[config.mk]
export PLATFORM = sky130hd
export DESIGN_NAME = mdu_seq_ctrl
export DESIGN_NICKNAME = d
export VERILOG_FILES = /design/src/rtl/mdu_seq_ctrl_pkg.sv /design/src/rtl/mdu_seq_ctrl_iter_dp.sv /design/src/rtl/mdu_seq_ctrl.sv
export SDC_FILE = /design/constraint.sdc
export NUM_CORES = 1
export LEC_CHECK = 0
export BUFFER_PORTS_ARGS = -buffer_cell sky130_fd_sc_hd__buf_2
export CAP_MARGIN = 0
export CORE_UTILIZATION = 40
export DETAILED_ROUTE_END_ITERATION = 8
export GPL_TIMING_DRIVEN = 0
export SYNTH_ARGS = -nofsm -noshare
export SYNTH_HDL_FRONTEND = slang
export SYNTH_SLANG_ARGS = --single-unit
[constraint.sdc]
create_clock -name clk_i -period 10.4 [get_ports clk_i]
set_clock_uncertainty 0.15 [all_clocks]
set_input_delay 2.6 -clock clk_i [delete_from_list [all_inputs] [get_ports clk_i]]
set_output_delay 2.6 -clock clk_i [all_outputs]
set_load 0.03 [all_outputs]
[src/rtl/mdu_seq_ctrl_pkg.sv]
// mdu_seq_ctrl_pkg
//   Shared types and constants for the RV32M multiply/divide sequencer.
//   mdu_op_e    : funct3 encodings of the eight M-extension ops
//   mdu_state_e : sequencer FSM states
//   MDU_CNT_W   : step-counter width for the default XLEN
package mdu_seq_ctrl_pkg;

  localparam int unsigned MDU_XLEN  = 32;
  localparam int unsigned MDU_CNT_W = $clog2(MDU_XLEN);

  typedef enum logic [2:0] {
    MDU_MUL    = 3'b000,
    MDU_MULH   = 3'b001,
    MDU_MULHSU = 3'b010,
    MDU_MULHU  = 3'b011,
    MDU_DIV    = 3'b100,
    MDU_DIVU   = 3'b101,
    MDU_REM    = 3'b110,
    MDU_REMU   = 3'b111
  } mdu_op_e;

  typedef enum logic [1:0] {
    IDLE = 2'd0,
    PREP = 2'd1,
    CALC = 2'd2,
    FIN  = 2'd3
  } mdu_state_e;

  // Operand a is treated as signed for MULH, MULHSU, DIV and REM.
  function automatic logic op_signed_a(input mdu_op_e op);
    return (op == MDU_MULH) || (op == MDU_MULHSU) || (op == MDU_DIV) || (op == MDU_REM);
  endfunction

  // Operand b is treated as signed for MULH, DIV and REM.
  function automatic logic op_signed_b(input mdu_op_e op);
    return (op == MDU_MULH) || (op == MDU_DIV) || (op == MDU_REM);
  endfunction

  function automatic logic op_is_div(input mdu_op_e op);
    return (op == MDU_DIV) || (op == MDU_DIVU) || (op == MDU_REM) || (op == MDU_REMU);
  endfunction

endpackage

[src/rtl/mdu_seq_ctrl_iter_dp.sv]
// mdu_iter_dp
//   Iterative unsigned multiply / restoring-divide datapath, one step per cycle.
//   Multiply: hi accumulates, lo holds the multiplier and shifts right; after
//             XLEN steps {hi,lo} is the 2*XLEN product of r_b and the original lo.
//   Divide:   hi is the partial remainder, lo holds the dividend and fills with
//             quotient bits; after XLEN steps hi=remainder, lo=quotient.
// Ports
//   clk_i, rst_ni           clock, async active-low reset
//   load_i                  load hi/lo/b from load_*_i (has priority over step)
//   step_i                  perform one iteration
//   div_i                   1: divide step, 0: multiply step
//   load_hi_i/lo_i/b_i      load values
//   hi_o, lo_o              working registers
module mdu_iter_dp #(
  parameter int unsigned XLEN = 32
) (
  input  logic            clk_i,
  input  logic            rst_ni,
  input  logic            load_i,
  input  logic            step_i,
  input  logic            div_i,
  input  logic [XLEN-1:0] load_hi_i,
  input  logic [XLEN-1:0] load_lo_i,
  input  logic [XLEN-1:0] load_b_i,
  output logic [XLEN-1:0] hi_o,
  output logic [XLEN-1:0] lo_o
);

  logic [XLEN-1:0] r_hi;
  logic [XLEN-1:0] r_lo;
  logic [XLEN-1:0] r_b;
  logic [XLEN:0]   w_mul_sum;
  logic [XLEN:0]   w_div_shift;
  logic [XLEN:0]   w_div_diff;

  always_comb begin
    w_mul_sum   = {1'b0, r_hi} + {1'b0, (r_lo[0] ? r_b : '0)};
    w_div_shift = {r_hi, r_lo[XLEN-1]};
    // Partial remainder stays below r_b, so bit XLEN of the difference is a clean borrow flag.
    w_div_diff  = w_div_shift - {1'b0, r_b};
  end

  always_ff @(posedge clk_i or negedge rst_ni) begin
    if (!rst_ni) begin
      r_hi <= '0;
      r_lo <= '0;
      r_b  <= '0;
    end else if (load_i) begin
      r_hi <= load_hi_i;
      r_lo <= load_lo_i;
      r_b  <= load_b_i;
    end else if (step_i) begin
      if (div_i) begin
        if (!w_div_diff[XLEN]) begin
          r_hi <= w_div_diff[XLEN-1:0];
          r_lo <= {r_lo[XLEN-2:0], 1'b1};
        end else begin
          r_hi <= w_div_shift[XLEN-1:0];
          r_lo <= {r_lo[XLEN-2:0], 1'b0};
        end
      end else begin
        r_hi <= w_mul_sum[XLEN:1];
        r_lo <= {w_mul_sum[0], r_lo[XLEN-1:1]};
      end
    end
  end

  assign hi_o = r_hi;
  assign lo_o = r_lo;

endmodule

[src/rtl/mdu_seq_ctrl.sv]
// mdu_seq_ctrl
//   Sequencer for the shared iterative RV32M multiply/divide datapath in Execute.
//   Accepts one M-op, stalls the pipeline until the result is ready, aborts on flush.
//   Optional macro MDU_FAST_MUL_EN: multiplies use a single-cycle '*' product
//   (PREP->FIN, latency 2); divides are unchanged.
// Ports
//   clk_i     clock              rst_ni   async active-low reset
//   start_i   E holds a valid M-op (held while stalled)
//   op_i      funct3 of the M-op rs1_i/rs2_i  operands a / b
//   flush_i   kill in-flight op
//   result_o  result, valid with done_o        done_o  one-cycle result pulse
//   busy_o    state != IDLE                    stall_o freeze F/D/E
module mdu_seq_ctrl
  import mdu_seq_ctrl_pkg::*;
#(
  parameter int unsigned XLEN = 32
) (
  input  logic            clk_i,
  input  logic            rst_ni,
  input  logic            start_i,
  input  logic [2:0]      op_i,
  input  logic [XLEN-1:0] rs1_i,
  input  logic [XLEN-1:0] rs2_i,
  input  logic            flush_i,
  output logic [XLEN-1:0] result_o,
  output logic            done_o,
  output logic            busy_o,
  output logic            stall_o
);

  localparam int unsigned     CNT_W   = $clog2(XLEN);
  localparam logic [XLEN-1:0] MIN_NEG = {1'b1, {(XLEN-1){1'b0}}};

  mdu_state_e      r_state;
  mdu_state_e      w_next;
  mdu_op_e         r_op;
  logic [XLEN-1:0] r_a;
  logic [XLEN-1:0] r_b;
  logic            r_sa;
  logic            r_sb;
  logic            r_skip_fix;
  logic [CNT_W-1:0] r_cnt;

  logic [XLEN-1:0]   w_abs_a;
  logic [XLEN-1:0]   w_abs_b;
  logic              w_is_div;
  logic              w_div_zero;
  logic              w_ovf;
  logic              w_special;
  logic              w_fast_mul;
  logic              w_accept;
  logic [XLEN-1:0]   w_ld_hi;
  logic [XLEN-1:0]   w_ld_lo;
  logic [XLEN-1:0]   w_ld_b;
  logic [XLEN-1:0]   w_hi;
  logic [XLEN-1:0]   w_lo;
  logic [2*XLEN-1:0] w_prod_fix;
  logic [XLEN-1:0]   w_q_fix;
  logic [XLEN-1:0]   w_r_fix;
  logic [XLEN-1:0]   w_res;
`ifdef MDU_FAST_MUL_EN
  logic [2*XLEN-1:0] w_fast_prod;
`endif

  assign w_accept   = (r_state == IDLE) && start_i && !flush_i;
  assign w_abs_a    = r_sa ? (~r_a + 1'b1) : r_a;
  assign w_abs_b    = r_sb ? (~r_b + 1'b1) : r_b;
  assign w_is_div   = op_is_div(r_op);
  assign w_div_zero = w_is_div && (r_b == '0);
  assign w_ovf      = ((r_op == MDU_DIV) || (r_op == MDU_REM)) && (r_a == MIN_NEG) && (r_b == '1);
  assign w_special  = w_div_zero || w_ovf;

`ifdef MDU_FAST_MUL_EN
  assign w_fast_prod = {{XLEN{1'b0}}, w_abs_a} * {{XLEN{1'b0}}, w_abs_b};
  assign w_fast_mul  = !w_is_div;
`else
  assign w_fast_mul  = 1'b0;
`endif

  // PREP load values. Special cases preload the final quotient (lo) and
  // remainder (hi) so FIN can select them without any sign fix.
  always_comb begin
    w_ld_hi = '0;
    w_ld_lo = '0;
    w_ld_b  = '0;
    if (w_div_zero) begin
      w_ld_hi = r_a;
      w_ld_lo = '1;
    end else if (w_ovf) begin
      w_ld_lo = r_a;
    end else if (w_is_div) begin
      w_ld_lo = w_abs_a;
      w_ld_b  = w_abs_b;
    end else begin
`ifdef MDU_FAST_MUL_EN
      w_ld_hi = w_fast_prod[2*XLEN-1:XLEN];
      w_ld_lo = w_fast_prod[XLEN-1:0];
`else
      w_ld_lo = w_abs_b;
      w_ld_b  = w_abs_a;
`endif
    end
  end

  mdu_iter_dp #(.XLEN(XLEN)) u_dp (
    .clk_i     (clk_i),
    .rst_ni    (rst_ni),
    .load_i    (r_state == PREP),
    .step_i    (r_state == CALC),
    .div_i     (w_is_div),
    .load_hi_i (w_ld_hi),
    .load_lo_i (w_ld_lo),
    .load_b_i  (w_ld_b),
    .hi_o      (w_hi),
    .lo_o      (w_lo)
  );

  // Sign fix and result select, only meaningful in FIN.
  always_comb begin
    w_prod_fix = (r_sa ^ r_sb) ? (~{w_hi, w_lo} + 1'b1) : {w_hi, w_lo};
    w_q_fix    = (!r_skip_fix && (r_sa ^ r_sb)) ? (~w_lo + 1'b1) : w_lo;
    w_r_fix    = (!r_skip_fix && r_sa) ? (~w_hi + 1'b1) : w_hi;
    case (r_op)
      MDU_MUL:                         w_res = w_prod_fix[XLEN-1:0];
      MDU_MULH, MDU_MULHSU, MDU_MULHU: w_res = w_prod_fix[2*XLEN-1:XLEN];
      MDU_DIV, MDU_DIVU:               w_res = w_q_fix;
      default:                         w_res = w_r_fix;
    endcase
  end

  always_ff @(posedge clk_i or negedge rst_ni) begin
    if (!rst_ni) begin
      r_state <= IDLE;
    end else begin
      r_state <= w_next;
    end
  end

  always_ff @(posedge clk_i or negedge rst_ni) begin
    if (!rst_ni) begin
      r_op       <= MDU_MUL;
      r_a        <= '0;
      r_b        <= '0;
      r_sa       <= 1'b0;
      r_sb       <= 1'b0;
      r_skip_fix <= 1'b0;
      r_cnt      <= '0;
    end else begin
      if (w_accept) begin
        r_op <= mdu_op_e'(op_i);
        r_a  <= rs1_i;
        r_b  <= rs2_i;
        r_sa <= op_signed_a(mdu_op_e'(op_i)) && rs1_i[XLEN-1];
        r_sb <= op_signed_b(mdu_op_e'(op_i)) && rs2_i[XLEN-1];
      end
      if (r_state == PREP) begin
        r_cnt      <= CNT_W'(XLEN - 1);
        r_skip_fix <= w_special;
      end else if (r_state == CALC) begin
        r_cnt <= r_cnt - 1'b1;
      end
    end
  end

  always_comb begin
    w_next   = r_state;
    busy_o   = (r_state != IDLE);
    stall_o  = start_i && (r_state != FIN) && !flush_i;
    done_o   = 1'b0;
    result_o = '0;
    if (flush_i) begin
      w_next = IDLE;
    end else begin
      case (r_state)
        IDLE: if (start_i) w_next = PREP;
        PREP: w_next = (w_special || w_fast_mul) ? FIN : CALC;
        CALC: if (r_cnt == '0) w_next = FIN;
        FIN: begin
          w_next   = IDLE;
          done_o   = 1'b1;
          result_o = w_res;
        end
        default: w_next = IDLE;
      endcase
    end
  end

endmodule

==> impl_metrics.json, run 1 <==
{
  "fin_setup_tns_ns": 0,
  "yosys_most_used_dff": "dfrtp_1",
  "placed_area_sq_um": 18200,
  "path_buf_inv": 4,
  "ys_ff_latch": 173,
  "final_util": 0.448,
  "min_period_ns": 7.81,
  "die_area_sq_um": 43200,
  "endpoint_kind": "primary output",
  "crit_family": "simple AND/OR/NAND/NOR gates",
  "crit_arrival_ns": 5.06,
  "synth_xor_area_frac": 0.114,
  "grt_use_total": 0.375,
  "synth.area.mux_share": 0.0191,
  "final_area_sq_um": 18700,
  "nNetsFinal": 2577,
  "wl_um": 81800,
  "rows": 75,
  "grt_pass1_wl_um": 118000,
  "postCtsSetupBuffers": 0,
  "cts.clk_slew.worst_paths_ns": 0.07,
  "synth_edf_count": 0,
  "status": "finished, final reports clean",
  "place_congestion": 1.06,
  "drv_cap": 0,
  "yosysSeqAreaShare": 0.256,
  "rrSetupSlack_ns": 5.39,
  "initial_core_util": 0.405,
  "ctsHoldBuffers": 0,
  "drc": 0,
  "hold_ws_ns": 0.347,
  "max_freq_mhz": 128,
  "clock-sinks": 173,
  "grt_max_degree": 101,
  "clock_latency_ns": 0.47,
  "vias": 18600,
  "htree_levels": 4,
  "portBuffers": 105,
  "overflow": 0,
  "wire_per_inst_um": 27.4,
  "async_reset_ff_frac": 1.00,
  "numCtsBuffers": 17,
  "yosysWarnings": 0,
  "finalCritPeriodShare": 0.751,
  "layout-drive-gt1-share": 0.0823,
  "startpoint_type": "register",
  "hold_viol": 0,
  "cp_common_cell": "buf_2",
  "vias_per_cell": 6.23,
  "netlist_instances": 2303,
  "ctsResizeCount": 0,
  "first_pass_iters": 6,
  "io_pins": 106,
  "yosysUniqueCellTypes": 88,
  "slew_violations": 0,
  "synth-simple-area-share": 0.228,
  "ant_nets": 0,
  "rsz0062_at_grt": "false",
  "cts_tree": "yes",
  "worstSetupPathType": "register to primary output",
  "core_area_sq_um": 41900,
  "grt_pass1_vias": 17500,
  "synth_compound_area_frac": 0.269,
  "dp_hpwl_um": 65200,
  "cp_max_fo": 10,
  "slew_headroom": 0.232,
  "synthesis.nets": 2452,
  "root_buffer": "clkbuf_16",
  "hp-class": "register to register",
  "clockBufferDepth": 2,
  "avgSynthCellArea_sq_um": 7.35,
  "setup_violations": 0,
  "die_h_um": 208,
  "crit_slowest_cell": "nor2_1",
  "antenna_found_initial": 2,
  "worst_pin_slew_ns": 1.14,
  "synth_top_family_by_area": "compound AO/OA/AOI/OAI gates",
  "die_w_um": 208,
  "layout-area-overhead-vs-synth_pct": 10.6,
  "drt-initial-drc-count": 2125,
  "syn_area_sq_um": 16900,
  "slowest_delay_ns": 0.71,
  "cp_data_required_time_ns": 7.65,
  "synthAdderAreaFrac": 0.0585,
  "worstPathCellList": "clkinv_1 -> clkbuf_1 -> ha_1 -> nor2b_1 -> nand4_1 -> nor2_1 -> and2_1 -> buf_2 -> a21oi_1 -> xnor2_1 -> o221ai_1 -> and3_1 -> buf_2"
}
[cells in the final DEF (no fill, tap or decap), types with 10 or more instances in the layout]
| master | netlist | final |
|---|---|---|
| o211ai_1 | 22 | 22 |
| nand2b_1 | 14 | 14 |
| a221oi_1 | 10 | 10 |
| a31o_2 | 10 | 10 |
| and3_1 | 19 | 19 |
| nor4_1 | 15 | 15 |
| o21a_1 | 11 | 11 |
| or4_1 | 11 | 11 |
| buf_2 | 9 | 113 |
| or3_1 | 26 | 26 |
| buf_1 | 10 | 10 |
| mux2_2 | 11 | 11 |
| clkbuf_1 | 138 | 139 |
| nand2_1 | 363 | 363 |
| o31ai_1 | 26 | 26 |
| a21oi_1 | 164 | 164 |
| ha_1 | 76 | 76 |
| nor2_1 | 212 | 212 |
| nand4_1 | 22 | 22 |
| nor3_1 | 53 | 53 |
| o22ai_1 | 41 | 41 |
| and2_1 | 17 | 17 |
| clkbuf_16 | 0 | 17 |
| inv_1 | 79 | 79 |
| xnor2_1 | 137 | 137 |
| xor2_1 | 83 | 83 |
| a21o_1 | 46 | 46 |
| mux2i_1 | 20 | 20 |
| a211oi_1 | 33 | 33 |
| o221ai_1 | 20 | 20 |
| nand3_1 | 30 | 30 |
| o21ai_0 | 202 | 202 |
| o41ai_1 | 12 | 12 |
| a31oi_1 | 41 | 41 |
| dfrtp_1 | 173 | 173 |
[routing by layer]
metal,track usage,vias up,wire length [um]
li1,-,8485,-
met1,0.503,8924,34500
met2,0.573,985,35300
met3,0.0702,169,7340
met4,0.198,2,4630
met5,0,-,12
[state kept, by name, indices dropped and copies added (netlist names)]
name / flops
r_a: 32
r_b: 32
u_dp.hi_o: 32
u_dp.lo_o: 32
u_dp.r_b: 32
r_cnt: 5
r_op: 3
r_state: 2
r_sa: 1
r_sb: 1
r_skip_fix: 1
[layout make-up]
cell class	count	area, sq um
buffer	162	646
tap	539	674
clock buffer	18	429
clock inverter	14	128
antenna	1	2.50
multi-input combinational	1887	11700
inverter	81	304
fill	4430	23100
timing repair buffer	106	563
sequential	173	4330
[cells by family after synthesis]
logic type,Yosys count
compound gates,721
xor+xnor,220
fa+ha+maj,78
buf+inv,243
flops,173
mux,31
simple gates,837
[path summary, 6_finish.rpt]
path                                          startpoint                   endpoint  depth (start not counted)
worst min register to register      r_cnt[3]$_DFFE_PN0P_       r_cnt[3]$_DFFE_PN0P_                          1
worst max-delay path            u_dp.lo_o[0]$_DFFE_PN0P_               result_o[30]                         13
worst min-delay path                r_cnt[3]$_DFFE_PN0P_       r_cnt[3]$_DFFE_PN0P_                          1
worst max register to register  u_dp.hi_o[0]$_DFFE_PN0P_   u_dp.lo_o[0]$_DFFE_PN0P_                         13
min in group asynchronous                         rst_ni  u_dp.hi_o[31]$_DFFE_PN0P_                          1
max in group asynchronous                         rst_ni        r_b[30]$_DFFE_PN0P_                          2
[metrics by stage]
| stage | std cells | setup slack [ns] |
|---|---|---|
| after floorplan | 2303 | 3.45 |
| after global placement | 2947 | 2.79 |
| after detailed placement | 2948 | 2.80 |
| after CTS | 2980 | 2.68 |
| after global routing | 2980 | 2.49 |
| final | 2981 | 2.59 |
[synthesized netlist by cell type, types with 30 or more instances]
library cell	instances	area (sq um)
o21ai_0	202	1010
a211oi_1	33	248
inv_1	79	297
ha_1	76	951
nand2_1	363	1360
a21o_1	46	345
nand3_1	30	150
xnor2_1	137	1200
nor3_1	53	265
dfrtp_1	173	4330
nor2_1	212	796
o22ai_1	41	257
xor2_1	83	727
a21oi_1	164	821
a31oi_1	41	257
clkbuf_1	138	518
Power of run 1 is not shown: default switching activity piles up to over one toggle a cycle in this logic, so the estimate is an artifact.
==> run 2, diff against run 1 <==
--- a/config.mk
+++ b/config.mk
@@ -5,6 +5,7 @@
 export SDC_FILE = /design/constraint.sdc
 export NUM_CORES = 1
 export LEC_CHECK = 0
+export ABC_AREA = 1
 export BUFFER_PORTS_ARGS = -buffer_cell sky130_fd_sc_hd__buf_2
 export CAP_MARGIN = 0
 export CORE_UTILIZATION = 40
==> constraint.sdc (replaced) <==
create_clock -name clk_i -period 7.8 [get_ports clk_i]
set_clock_uncertainty 0.15 [all_clocks]
set_input_delay 1.95 -clock clk_i [delete_from_list [all_inputs] [get_ports clk_i]]
set_output_delay 1.95 -clock clk_i [all_outputs]
set_load 0.03 [all_outputs]
==> run 2 against run 1 <==
Register-to-register slack got worse by 1.3 ns. Critical path type unchanged. Hold slack improved by 0.026 ns. Area after synthesis grew 20%.
==> impl_metrics.json, run 2 <==
{
  "endpoint_kind": "primary output",
  "root_buffer": "clkbuf_16",
  "drv_cap": 0,
  "startpoint_type": "register",
  "finalCritPeriodShare": 0.798,
  "clockBufferDepth": 2,
  "final_area_sq_um": 22200,
  "synthTopCellsByArea": "dfrtp_1 (21%), nand2_1 (21%), inv_1 (8.5%)",
  "numCtsBuffers": 17,
  "wl_um": 109000,
  "cts_tree": "yes",
  "yosysMostFrequentCell": "nand2_1",
  "worst_pin_slew_ns": 1.19,
  "ant_nets": 0,
  "slew_violations": 0,
  "wire_per_inst_um": 24.9,
  "synth_top_area_cell": "dfrtp_1",
  "initial_core_util": 0.404,
  "synth_xor_area_frac": 0.0415,
  "netlist_top_cells_count": "nand2_1 (1107), inv_1 (459), nor2_1 (420)",
  "yosysUniqueCellTypes": 53,
  "routed.top_layer": "met4",
  "drc": 0,
  "syn_area_sq_um": 20300,
  "yosysWarnings": 0,
  "grt_pass1_wl_um": 155000,
  "overflow": 0,
  "die_w_um": 227,
  "nNetsFinal": 3830,
  "portBuffers": 105,
  "synthesis.nets": 3705,
  "core_area_sq_um": 50100,
  "max_freq_mhz": 161,
  "yosys_most_used_dff": "dfrtp_1",
  "htree_levels": 4,
  "ctsResizeCount": 0,
  "layout-area-overhead-vs-synth_pct": 9.86,
  "die_h_um": 227,
  "min_period_ns": 6.23,
  "layout_commonest_cell": "nand2_1",
  "grt_max_degree": 101,
  "async_reset_ff_frac": 1.00,
  "cts.clk_slew.worst_paths_ns": 0.08,
  "vias_per_cell": 5.71,
  "mostFrequentLayoutCells": "nand2_1 (1107), inv_1 (459), nor2_1 (420)",
  "die_area_sq_um": 51500,
  "avgSynthCellArea_sq_um": 5.70,
  "ctsHoldBuffers": 0,
  "hold_ws_ns": 0.373,
  "synthAdderAreaFrac": 0.0489,
  "netlist_instances": 3556,
  "wl_met2_um": 45600,
  "rsz0062_at_grt": "false",
  "vias": 24900,
  "final_util": 0.444,
  "drt-initial-drc-count": 3164,
  "hold_viol": 0,
  "layout-drive-gt1-share": 0.0625,
  "ys_ff_latch": 173,
  "placed_area_sq_um": 21700,
  "antenna_found_initial": 1,
  "cp_data_required_time_ns": 5.70,
  "fin_setup_tns_ns": 0,
  "synth_compound_area_frac": 0.167,
  "first_pass_iters": 6,
  "synth-simple-area-share": 0.409,
  "synth.area.mux_share": 0.000989,
  "crit_arrival_ns": 4.13,
  "clock-sinks": 173,
  "rrSetupSlack_ns": 4.10,
  "synth_edf_count": 0,
  "setup_violations": 0,
  "grt_use_total": 0.422,
  "synth_top_family_by_area": "simple AND/OR/NAND/NOR gates",
  "fill_cells": 5744,
  "wl_met3_um": 12000,
  "wl_met1_um": 46500,
  "synth_top_area_share": 0.214,
  "status": "finished, final reports clean",
  "hp-class": "register to register",
  "rows": 82,
  "worstSetupPathType": "register to primary output",
  "grt_pass1_vias": 22900,
  "slew_headroom": 0.205,
  "clock_latency_ns": 0.46,
  "cp_max_fo": 10,
  "io_pins": 106,
  "dp_hpwl_um": 88700,
  "postCtsSetupBuffers": 0,
  "place_congestion": 1.02,
  "yosysSeqAreaShare": 0.214
}
## run 2: critical path, stage by stage, from the launching register on
cell and delay [ns]:
dfrtp_1 0.32, buf_2 0.26, inv_1 0.31, nor3_2 1.02
inv_1 0.46, clkbuf_1 0.39, o21ai_0 0.52, a31oi_1 0.14
buf_2 0.21
## run 2: path summary, 6_finish.rpt
kind | from | depth (start not counted) | end
hold reg to reg | r_cnt[3]$_DFFE_PN0P_ | 2 | r_cnt[3]$_DFFE_PN0P_
max in group asynchronous | rst_ni | 2 | u_dp.r_b[26]$_DFFE_PN0P_
hold / removal | r_cnt[3]$_DFFE_PN0P_ | 2 | r_cnt[3]$_DFFE_PN0P_
min in group asynchronous | rst_ni | 1 | r_cnt[1]$_DFFE_PN0P_
setup / recovery | r_op[1]$_DFFE_PN0P_ | 8 | result_o[25]
setup reg to reg | u_dp.lo_o[31]$_DFFE_PN0P_ | 21 | u_dp.hi_o[26]$_DFFE_PN0P_
## run 2: per-layer routing
layer / vias to the layer above / global-route usage
met1: 11600 / 0.582
met4: 0 / 0.176
met5: - / 0
met3: 219 / 0.102
li1: 11700 / -
met2: 1432 / 0.628
## run 2: cells by family (layout without fill, tap and decap cells)
kind of cell,Yosys count,after routing
AND/OR/NAND/NOR,1974,1974
flip-flops,173,173
adder cells (fa/ha/maj),78,78
buffers and inverters,612,750
other,0,1
multiplexers,2,2
AO/OA/AOI/OAI,621,621
XOR/XNOR,96,96
## run 2: metrics by stage
stage	worst slack, ns	std cells
final	1.57	4367
after global routing	1.65	4366
after CTS	1.83	4366
after detailed placement	1.83	4334
after global placement	1.66	4333
after floorplan	2.39	3556
## run 2: final cells by class
class	instances	area [sq um]	area share
Antenna cell	1	2.50	0.000112
Buffer	139	612	0.0275
Clock buffer	19	453	0.0204
Clock inverter	13	138	0.00619
Inverter	473	1780	0.0799
Multi-Input combinational cell	2771	13500	0.608
Sequential cell	173	4330	0.195
Tap cell	672	841	0.0378
Timing Repair Buffer	106	563	0.0253
Power of run 2 is left out for the same reason.
